--- src/rtl/movimiento_bus_master_if.sv ---
// Register-bus connection between movimiento_bus_master and the motion-control peripheral.
interface movimiento_bus_master_if;
    localparam int unsigned AW = 4;
    localparam int unsigned DW = 16;

    logic          cs;
    logic          rd;
    logic          wr;
    logic [AW-1:0] addr;
    logic [DW-1:0] bus_d_out;
    logic [DW-1:0] bus_d_in;

    modport master (output cs, rd, wr, addr, bus_d_out, input  bus_d_in);
    modport slave  (input  cs, rd, wr, addr, bus_d_out, output bus_d_in);
endinterface

--- src/rtl/movimiento_bus_master.sv ---
// Writes four latched setpoints plus the GO word to the motion-control peripheral.
// Define MOV_POLL_EN to also poll the status register until motion completes.
module movimiento_bus_master #(
    parameter int unsigned HOLD      = 2,
    parameter int unsigned MAX_POLLS = 16
) (
    input  logic                   clk,
    input  logic                   rst,
    input  logic                   start,
    input  logic [15:0]            rv1,
    input  logic [15:0]            rv2,
    input  logic [15:0]            rh1,
    input  logic [15:0]            rh2,
    output logic                   busy,
    output logic                   done,
    output logic                   error,
    movimiento_bus_master_if.master bus
);
    localparam int unsigned DW       = 16;
    localparam int unsigned AW       = 4;
    localparam int unsigned HW       = 4;
    localparam int unsigned IW       = 3;
    localparam int unsigned LAST_IDX = 4;

    typedef enum logic [2:0] {
        S_IDLE, S_WR_ACT, S_WR_GAP, S_RD_ACT, S_RD_GAP, S_DONE
    } state_t;

    state_t              state_q, state_d;
    logic [IW-1:0]       idx_q, idx_d;
    logic [HW-1:0]       hold_q, hold_d;
    logic [3:0][DW-1:0]  sp_q, sp_d;
    logic                busy_q, busy_d;
    logic                done_q, done_d;
    logic                cs_q, cs_d;
    logic                wr_q, wr_d;
    logic [AW-1:0]       addr_q, addr_d;
    logic [DW-1:0]       dout_q, dout_d;

`ifdef MOV_POLL_EN
    localparam int unsigned PW = $clog2(MAX_POLLS + 1);
    logic [PW-1:0] poll_q, poll_d;
    logic          rd_q, rd_d;
    logic          error_q, error_d;
    logic          timeout_c;
`else
    localparam int unsigned UNUSED_MAX_POLLS = MAX_POLLS;
    logic unused_bus_d_in;
    assign unused_bus_d_in = ^bus.bus_d_in;
`endif

    // Next state, then outputs decoded from the state being entered so they are registered.
    always_comb begin
        state_d = state_q;
        idx_d   = idx_q;
        hold_d  = hold_q;
        sp_d    = sp_q;
        busy_d  = 1'b0;
        done_d  = 1'b0;
        cs_d    = 1'b0;
        wr_d    = 1'b0;
        addr_d  = '0;
        dout_d  = '0;
`ifdef MOV_POLL_EN
        poll_d    = poll_q;
        rd_d      = 1'b0;
        error_d   = 1'b0;
        timeout_c = 1'b0;
`endif
        unique case (state_q)
            S_IDLE: begin
                if (start) begin
                    state_d = S_WR_ACT;
                    idx_d   = '0;
                    hold_d  = '0;
                    sp_d    = {rh2, rh1, rv2, rv1};
                end
            end
            S_WR_ACT: begin
                if (hold_q == HW'(HOLD - 1)) state_d = S_WR_GAP;
                else                         hold_d  = hold_q + HW'(1);
            end
            S_WR_GAP: begin
                if (idx_q != IW'(LAST_IDX)) begin
                    state_d = S_WR_ACT;
                    idx_d   = idx_q + IW'(1);
                    hold_d  = '0;
                end else begin
`ifdef MOV_POLL_EN
                    state_d = S_RD_ACT;
                    hold_d  = '0;
                    poll_d  = '0;
`else
                    state_d = S_DONE;
`endif
                end
            end
`ifdef MOV_POLL_EN
            S_RD_ACT: begin
                // Status is only judged on the final edge of the read window.
                if (hold_q == HW'(HOLD - 1)) begin
                    if (bus.bus_d_in[0]) begin
                        state_d = S_DONE;
                    end else if (poll_q == PW'(MAX_POLLS - 1)) begin
                        state_d   = S_DONE;
                        timeout_c = 1'b1;
                    end else begin
                        state_d = S_RD_GAP;
                        poll_d  = poll_q + PW'(1);
                    end
                end else begin
                    hold_d = hold_q + HW'(1);
                end
            end
            S_RD_GAP: begin
                state_d = S_RD_ACT;
                hold_d  = '0;
            end
`endif
            S_DONE:  state_d = S_IDLE;
            default: state_d = S_IDLE;
        endcase

        unique case (state_d)
            S_WR_ACT: begin
                busy_d = 1'b1;
                cs_d   = 1'b1;
                wr_d   = 1'b1;
                case (idx_d)
                    3'd0:    begin addr_d = 4'h2; dout_d = sp_d[0]; end
                    3'd1:    begin addr_d = 4'h4; dout_d = sp_d[1]; end
                    3'd2:    begin addr_d = 4'h6; dout_d = sp_d[2]; end
                    3'd3:    begin addr_d = 4'h8; dout_d = sp_d[3]; end
                    default: begin addr_d = 4'h0; dout_d = 16'h0001; end
                endcase
            end
            S_WR_GAP: busy_d = 1'b1;
`ifdef MOV_POLL_EN
            S_RD_ACT: begin
                busy_d = 1'b1;
                cs_d   = 1'b1;
                rd_d   = 1'b1;
                addr_d = 4'hA;
            end
            S_RD_GAP: busy_d = 1'b1;
`endif
            S_DONE: begin
                done_d = 1'b1;
`ifdef MOV_POLL_EN
                error_d = timeout_c;
`endif
            end
            default: ;
        endcase
    end

    always_ff @(posedge clk or posedge rst) begin
        if (rst) begin
            state_q <= S_IDLE;
            idx_q   <= '0;
            hold_q  <= '0;
            sp_q    <= '0;
            busy_q  <= 1'b0;
            done_q  <= 1'b0;
            cs_q    <= 1'b0;
            wr_q    <= 1'b0;
            addr_q  <= '0;
            dout_q  <= '0;
`ifdef MOV_POLL_EN
            poll_q  <= '0;
            rd_q    <= 1'b0;
            error_q <= 1'b0;
`endif
        end else begin
            state_q <= state_d;
            idx_q   <= idx_d;
            hold_q  <= hold_d;
            sp_q    <= sp_d;
            busy_q  <= busy_d;
            done_q  <= done_d;
            cs_q    <= cs_d;
            wr_q    <= wr_d;
            addr_q  <= addr_d;
            dout_q  <= dout_d;
`ifdef MOV_POLL_EN
            poll_q  <= poll_d;
            rd_q    <= rd_d;
            error_q <= error_d;
`endif
        end
    end

    assign busy          = busy_q;
    assign done          = done_q;
    assign bus.cs        = cs_q;
    assign bus.wr        = wr_q;
    assign bus.addr      = addr_q;
    assign bus.bus_d_out = dout_q;
`ifdef MOV_POLL_EN
    assign bus.rd = rd_q;
    assign error  = error_q;
`else
    assign bus.rd = 1'b0;
    assign error  = 1'b0;
`endif
endmodule

--- src/flat_wrapper.sv ---
// flat-port wrapper written by rule: the top's interface ports become plain ports
module movimiento_bus_master_flat 
#(
    parameter int unsigned HOLD      = 2,
    parameter int unsigned MAX_POLLS = 16
)
  (clk, rst, start, rv1, rv2, rh1, rh2, busy, done, error, bus_cs, bus_rd, bus_wr, bus_addr, bus_bus_d_out, bus_bus_d_in);
  movimiento_bus_master_if bus_i ();
  input  logic clk;
  input  logic rst;
  input  logic start;
  input  logic [15:0] rv1;
  input  logic [15:0] rv2;
  input  logic [15:0] rh1;
  input  logic [15:0] rh2;
  output logic busy;
  output logic done;
  output logic error;
  output wire logic [$bits(bus_i.cs)-1:0] bus_cs;
  output wire logic [$bits(bus_i.rd)-1:0] bus_rd;
  output wire logic [$bits(bus_i.wr)-1:0] bus_wr;
  output wire logic [$bits(bus_i.addr)-1:0] bus_addr;
  output wire logic [$bits(bus_i.bus_d_out)-1:0] bus_bus_d_out;
  input wire logic [$bits(bus_i.bus_d_in)-1:0] bus_bus_d_in;
  assign bus_cs = bus_i.cs;
  assign bus_rd = bus_i.rd;
  assign bus_wr = bus_i.wr;
  assign bus_addr = bus_i.addr;
  assign bus_bus_d_out = bus_i.bus_d_out;
  assign bus_i.bus_d_in = bus_bus_d_in;
  movimiento_bus_master #(.HOLD(HOLD), .MAX_POLLS(MAX_POLLS)) u_core (.clk(clk), .rst(rst), .start(start), .rv1(rv1), .rv2(rv2), .rh1(rh1), .rh2(rh2), .busy(busy), .done(done), .error(error), .bus(bus_i));
endmodule
--- config.mk ---
export PLATFORM = sky130hd
export DESIGN_NAME = movimiento_bus_master_flat
export DESIGN_NICKNAME = d
export VERILOG_FILES = /design/src/rtl/movimiento_bus_master_if.sv /design/src/rtl/movimiento_bus_master.sv /design/src/flat_wrapper.sv
export SDC_FILE = /design/constraint.sdc
export NUM_CORES = 1
export LEC_CHECK = 0
export ABC_AREA = 0
export BUFFER_PORTS_ARGS = -buffer_cell sky130_fd_sc_hd__buf_2
export CORE_AREA = 2 2 97 99
export DETAILED_ROUTE_END_ITERATION = 8
export DIE_AREA = 0 0 99 101
export GPL_TIMING_DRIVEN = 0
export HOLD_SLACK_MARGIN = 0.06
export PLACE_DENSITY = 0.79
export SLEW_MARGIN = 20
export SYNTH_ARGS = -nofsm -noshare
export SYNTH_HDL_FRONTEND = slang
export SYNTH_SLANG_ARGS = --single-unit
--- constraint.sdc ---
create_clock -name clk -period 3.9 [get_ports clk]
set_clock_uncertainty 0.05 [all_clocks]
set_input_delay 0.975 -clock clk [delete_from_list [all_inputs] [get_ports clk]]
set_output_delay 0.975 -clock clk [all_outputs]
set_load 0.01 [all_outputs]
Yosys cells after proc, flatten, opt, wreduce, memory -nomap -nowiden
Index checks and enable logic that the tools add are counted.
{"block": "op_classes", "add_sub_neg": 2, "n_mul": 0, "div": 0, "magnitude_cmp": 0, "n_eq_ne": 13, "n_shift": 0, "muxes": 20, "bitwise": 0, "reduce_logical": 5}
{"operator": "2-to-1 mux 64 bit", "n": 2}
{"operator": "case mux 16 bit (4 select lines)", "n": 1}
{"operator": "2-to-1 mux 16 bit", "n": 1}
{"operator": "2-to-1 mux 4 bit", "n": 4}
{"operator": "case mux 4 bit (4 select lines)", "n": 1}
{"operator": "2-to-1 mux 3 bit", "n": 5}
{"operator": "equality test 3 x 2 -> 1 bit, second input constant", "n": 4}
{"operator": "case mux 4 bit (3 select lines)", "n": 1}
{"operator": "equality test 3 x 1 -> 1 bit, second input constant", "n": 3}
{"operator": "case mux 3 bit (3 select lines)", "n": 1}
{"operator": "logical NOT 3 bit", "n": 2}
{"operator": "case mux 3 bit (2 select lines)", "n": 1}
{"operator": "adder 4 x 1 -> 4 bit, second input constant", "n": 1}
{"operator": "equality test 4 x 1 -> 1 bit, second input constant", "n": 1}
{"operator": "!= test 2 bit, second input constant", "n": 2}
{"operator": "AND reduction 4 bit", "n": 1}
{"operator": "adder 3 x 1 -> 3 bit, second input constant", "n": 1}
{"operator": "equality test 3 bit, second input constant", "n": 1}
{"operator": "2-to-1 mux 1 bit", "n": 3}
{"operator": "!= test 3 bit, second input constant", "n": 1}
{"operator": "nonzero test 3 bit", "n": 1}
{"operator": "!= test 2 x 1 -> 1 bit, second input constant", "n": 1}
{"operator": "OR reduction 2 bit", "n": 1}
{"block": "totals", "register_bits": 97, "latch_bits": 0, "mem_bits_rw": 0, "romBits": 0, "inputBits": 83, "out_inout_bits": 26, "word_cells": 52, "n_memories": 0}

Depth between registers and ports, before layout
{"block": "depth", "ltp_word": 6, "mapped_depth": 9, "depth_no_buf": 7}

Worst setup path after synthesis
OpenSTA, ideal clock, no wires.
{"block": "synth_timing", "path_type": "in2reg", "start": "input start", "end": "register u_core.dout_q[0], in the netlist u_core.bus.bus_d_out[0]", "setup_ns": 0.124, "arrival_ns": 2.200, "required_time_ns": 3.726, "path_slack_ns": 1.526, "cell_stages": 6, "n_path_buf": 1, "path_cell_list": "or4b_1 buf_2 nand2_1 a21oi_1 o32a_1 o31a_1"}
{"block": "synth_between", "elab_chain_cells": 5, "word_cells_on_any_way": 13, "classes_between": "4 x eq/ne; 8 x mux; 1 x reduce/logical"}
{"element": "from (decl)", "line": "flat_wrapper.sv:11", "source": "input logic start;"}
{"element": "2-to-1 mux 3 bit", "line": "movimiento_bus_master.sv:72", "source": "if (start) begin"}
{"element": "case mux 3 bit (2 select lines)", "line": "movimiento_bus_master.sv:70", "source": "unique case (state_q)"}
{"element": "equality test 3 x 2 -> 1 bit, or another cell as far along", "line": "movimiento_bus_master.sv:129", "source": "case (idx_d)"}
{"element": "case mux 16 bit (4 select lines)", "line": "movimiento_bus_master.sv:129"}
{"element": "2-to-1 mux 16 bit (*)", "line": "movimiento_bus_master.sv:124", "source": "unique case (state_d)"}
{"element": "net u_core.dout_d[0]", "line": "movimiento_bus_master.sv:38", "source": "logic [DW-1:0] dout_q, dout_d;"}
{"element": "to (signal assigned)", "line": "movimiento_bus_master.sv:184", "source": "dout_q <= dout_d;"}
{"element": "to (decl)", "line": "movimiento_bus_master.sv:38"}
The timed path passes the listed nets; every way through them passes the cells marked *.
A chain may end at the register's enable or synchronous reset.

Final worst setup path
{"block": "layout_timing", "start": "input start", "end": "register u_core.dout_q[3], in the netlist u_core.bus.bus_d_out[3]"}
The elaborated chain is that of the path after synthesis.

==> reports/metrics.yaml <==
status:
  status: "finished clean"
synth:
  synth-warning-count: 0
  syn_area_per_cell_um2: 9.10
  ys_ff_latch: 96
  synth_ff_type: "dfrtp_1"
  synth.cell_area_mm2: 0.00475
  seq_area_frac_synth: 0.506
  syn-instance-count: 522
  synth_top_area_cell: "dfrtp_1"
  ys_types: 47
  netlist.area_leader.share: 0.506
  synth_edf_count: 0
  synthTopCellsByArea: "dfrtp_1 (51%), nand2_1 (13%), nand2b_1 (3.7%)"
  postSynth.asyncResetShare: 1.00
layout:
  area_delta_synth_final_pct: 17.8
  fin_cells: 740
  final_cell_area_mm2: 0.00559
  mostFrequentLayoutCells: "nand2_1 (162), buf_2 (105), dfrtp_1 (96)"
  nets: 712
  num-fill-cells: 746
  finalCoreUtilization: 0.623
  n_antenna_cell: 0
  drive_above_1_share: 0.227
  final_common_cell: "nand2_1"
setup_path:
  slowest_delay_ns: 0.47
  critPathTopFamily: "compound AO/OA/AOI/OAI gates"
  criticalPathCategory: "input pin to flip-flop"
  crit_required_ns: 4.07
  cp.arrival_ns: 2.84
  endpoint_kind: "flip-flop"
  path_cells: "buf_2 -> nor2_1 -> o21a_1 -> buf_4 -> clkbuf_1 -> nor3_1 -> o32ai_1 -> a21oi_1"
  crit_fanout: 10
  worst_setup_path_start_kind: "input pin"
  crit_path_top_delay_cell: "o32ai_1"
  path_buf_inv: 3
sta:
  holdWs_ns: 0.427
  setup_tns_ns: 0
  max_freq_mhz: 375
  period_share: 0.684
  worst_pin_slew_ns: 0.559
  maxSlewViolCount: 0
  finalCriticalPeriod_ns: 2.67
  rsz0062_at_grt: "no"
  finalHoldViolations: 0
  setup_viol: 0
  slew_headroom: 0.627
route:
  totalWireLength_um: 12500
  viasPerCell: 5.58
  drt_first_iter_violations: 273
  dr.pass1.iters: 5
  drtAntennaViolNets: 0
  drcViolationCount: 0
  vias: 4127
  wl_per_cell_um: 16.9
clocking:
  htree_levels: 3
  holdBufCountCts: 0
  post_cts_buffers: 0
  cts_sinks: 96
  cts-buffers-inserted: 9
  clkLatencyLatePin_ns: 0.37
  clkTransAtPathRegs_ns: 0.09
  cts_max_path_buffers: 2
  cts-root-buf: "clkbuf_8"
  tritoncts: "built"
  cts-resized-gates: 0
global_routing:
  grt.overflow.total: 0
  antenna_found_initial: 0
  grt_pass1_wl_um: 20100
  grt_max_degree: 72
  grt_pass1_vias: 4048
  track_usage: 0.260
placement:
  io_buffers: 89
  postPlaceCellArea_mm2: 0.00537
  place.gp.congestion: 0.872
  hpwlAfterDp_um: 8940
  placedCellCount: 725
floorplan:
  die_area_mm2: 0.0100
  placementRows: 35
  die_y_um: 101
  die_x_um: 99
  coreArea_mm2: 0.00898
  initial_core_util: 0.529
  pin_count: 109
min_path:
  worstHoldPathType: "flip-flop to flip-flop"
power_and_ir_drop:
  ir_worst_vdd_uv: 347
  p_leak_nw: 2.86
  p_per_area_mw_per_mm2: 781
flow_run:
  drv_cap: 0
## routing by layer
metal	vias to the layer above	routed length (um)	GRT usage
li1	1966	-	-
met1	1964	5350	0.354
met2	176	5970	0.413
met3	21	902	0.0562
met4	0	253	0.0991
met5	-	0	0
## Yosys cell counts, types with 2 or more instances
library cell    n
a21boi_0       15
mux2_2          2
nor2b_1         4
a21oi_1        34
o21ai_2         2
inv_1           8
clkbuf_1       13
or2b_1          4
buf_2          16
buf_4           7
o21a_1          2
dfrtp_1        96
nor3_1         16
nand3b_1        2
and2_1         17
nand2b_1       28
o21ai_0         6
nand2_1       162
nand3_1         2
and3_1         18
o311ai_1       15
ha_1            4
buf_6           5
o32ai_1        15
nor2_1          7
## worst paths after layout
kind / depth (start not counted) / start / slack, ns / end
max: 8 / start / 1.23 / u_core.bus.bus_d_out[3]
max in group asynchronous: 3 / rst / 2.67 / u_core.sp_q[20]
min reg2reg: 2 / u_core.sp_q[13] / 0.43 / u_core.sp_q[13]
min in group asynchronous: 2 / rst / 0.50 / u_core.bus.bus_d_out[1]
max reg2reg: 7 / u_core.state_q[0] / 1.26 / u_core.bus.bus_d_out[3]
min: 2 / u_core.sp_q[13] / 0.43 / u_core.sp_q[13]
## layout make-up
| cell class | instances | area [um2] | area share |
|---|---|---|---|
| Tap cell | 111 | 139 | 0.0248 |
| Clock buffer | 10 | 138 | 0.0246 |
| Inverter | 8 | 35.0 | 0.00627 |
| Clock inverter | 5 | 81.3 | 0.0145 |
| Sequential cell | 96 | 2400 | 0.430 |
| Multi-Input combinational cell | 378 | 2080 | 0.372 |
| Buffer | 42 | 241 | 0.0432 |
| Timing Repair Buffer | 90 | 473 | 0.0846 |
## worst min-delay path: cells and delay by family (launching register included)
family / cells / cell delay (ns)
flip-flops: 1 / 0.35
AND/OR/NAND/NOR: 2 / 0.11
## registers in the layout, summed over array words and instances, names as in the netlist
| register | flops |
|---|---|
| u_core.idx_q | 3 |
| u_core.bus.cs | 1 |
| u_core.state_q | 3 |
| u_core.bus.bus_d_out | 16 |
| u_core.busy | 1 |
| u_core.sp_q | 64 |
| u_core.done | 1 |
| u_core.hold_q | 4 |
| u_core.bus.addr | 3 |
## logic make-up (layout without fill, tap and decap cells)
group | Yosys count | after routing | synth area share
flops | 96 | 96 | 0.506
buf+inv | 50 | 155 | 0.0572
simple gates | 269 | 269 | 0.269
fa+ha+maj | 4 | 4 | 0.0105
other cells | 1 | 3 | 0.000790
compound gates | 99 | 99 | 0.150
mux | 3 | 3 | 0.00685
## per-stage QoR
step	setup slack, ns	total power (W)
2_1_floorplan	0.370	0.00303
3_3_place_gp	-0.692	0.00354
3_5_place_dp	0.897	0.00362
4_1_cts	1.27	0.00434
5_1_grt	1.12	0.00468
6_report	1.23	0.00437
## report_power, final
part	total [W]	switching (W)	internal [W]
clock network	0.000721	0.000345	0.000375
logic	0.00202	0.00122	0.000797
registers	0.00163	0.000199	0.00143
total	0.00437	0.00177	0.00260
Power figures use the tool's default switching activity.
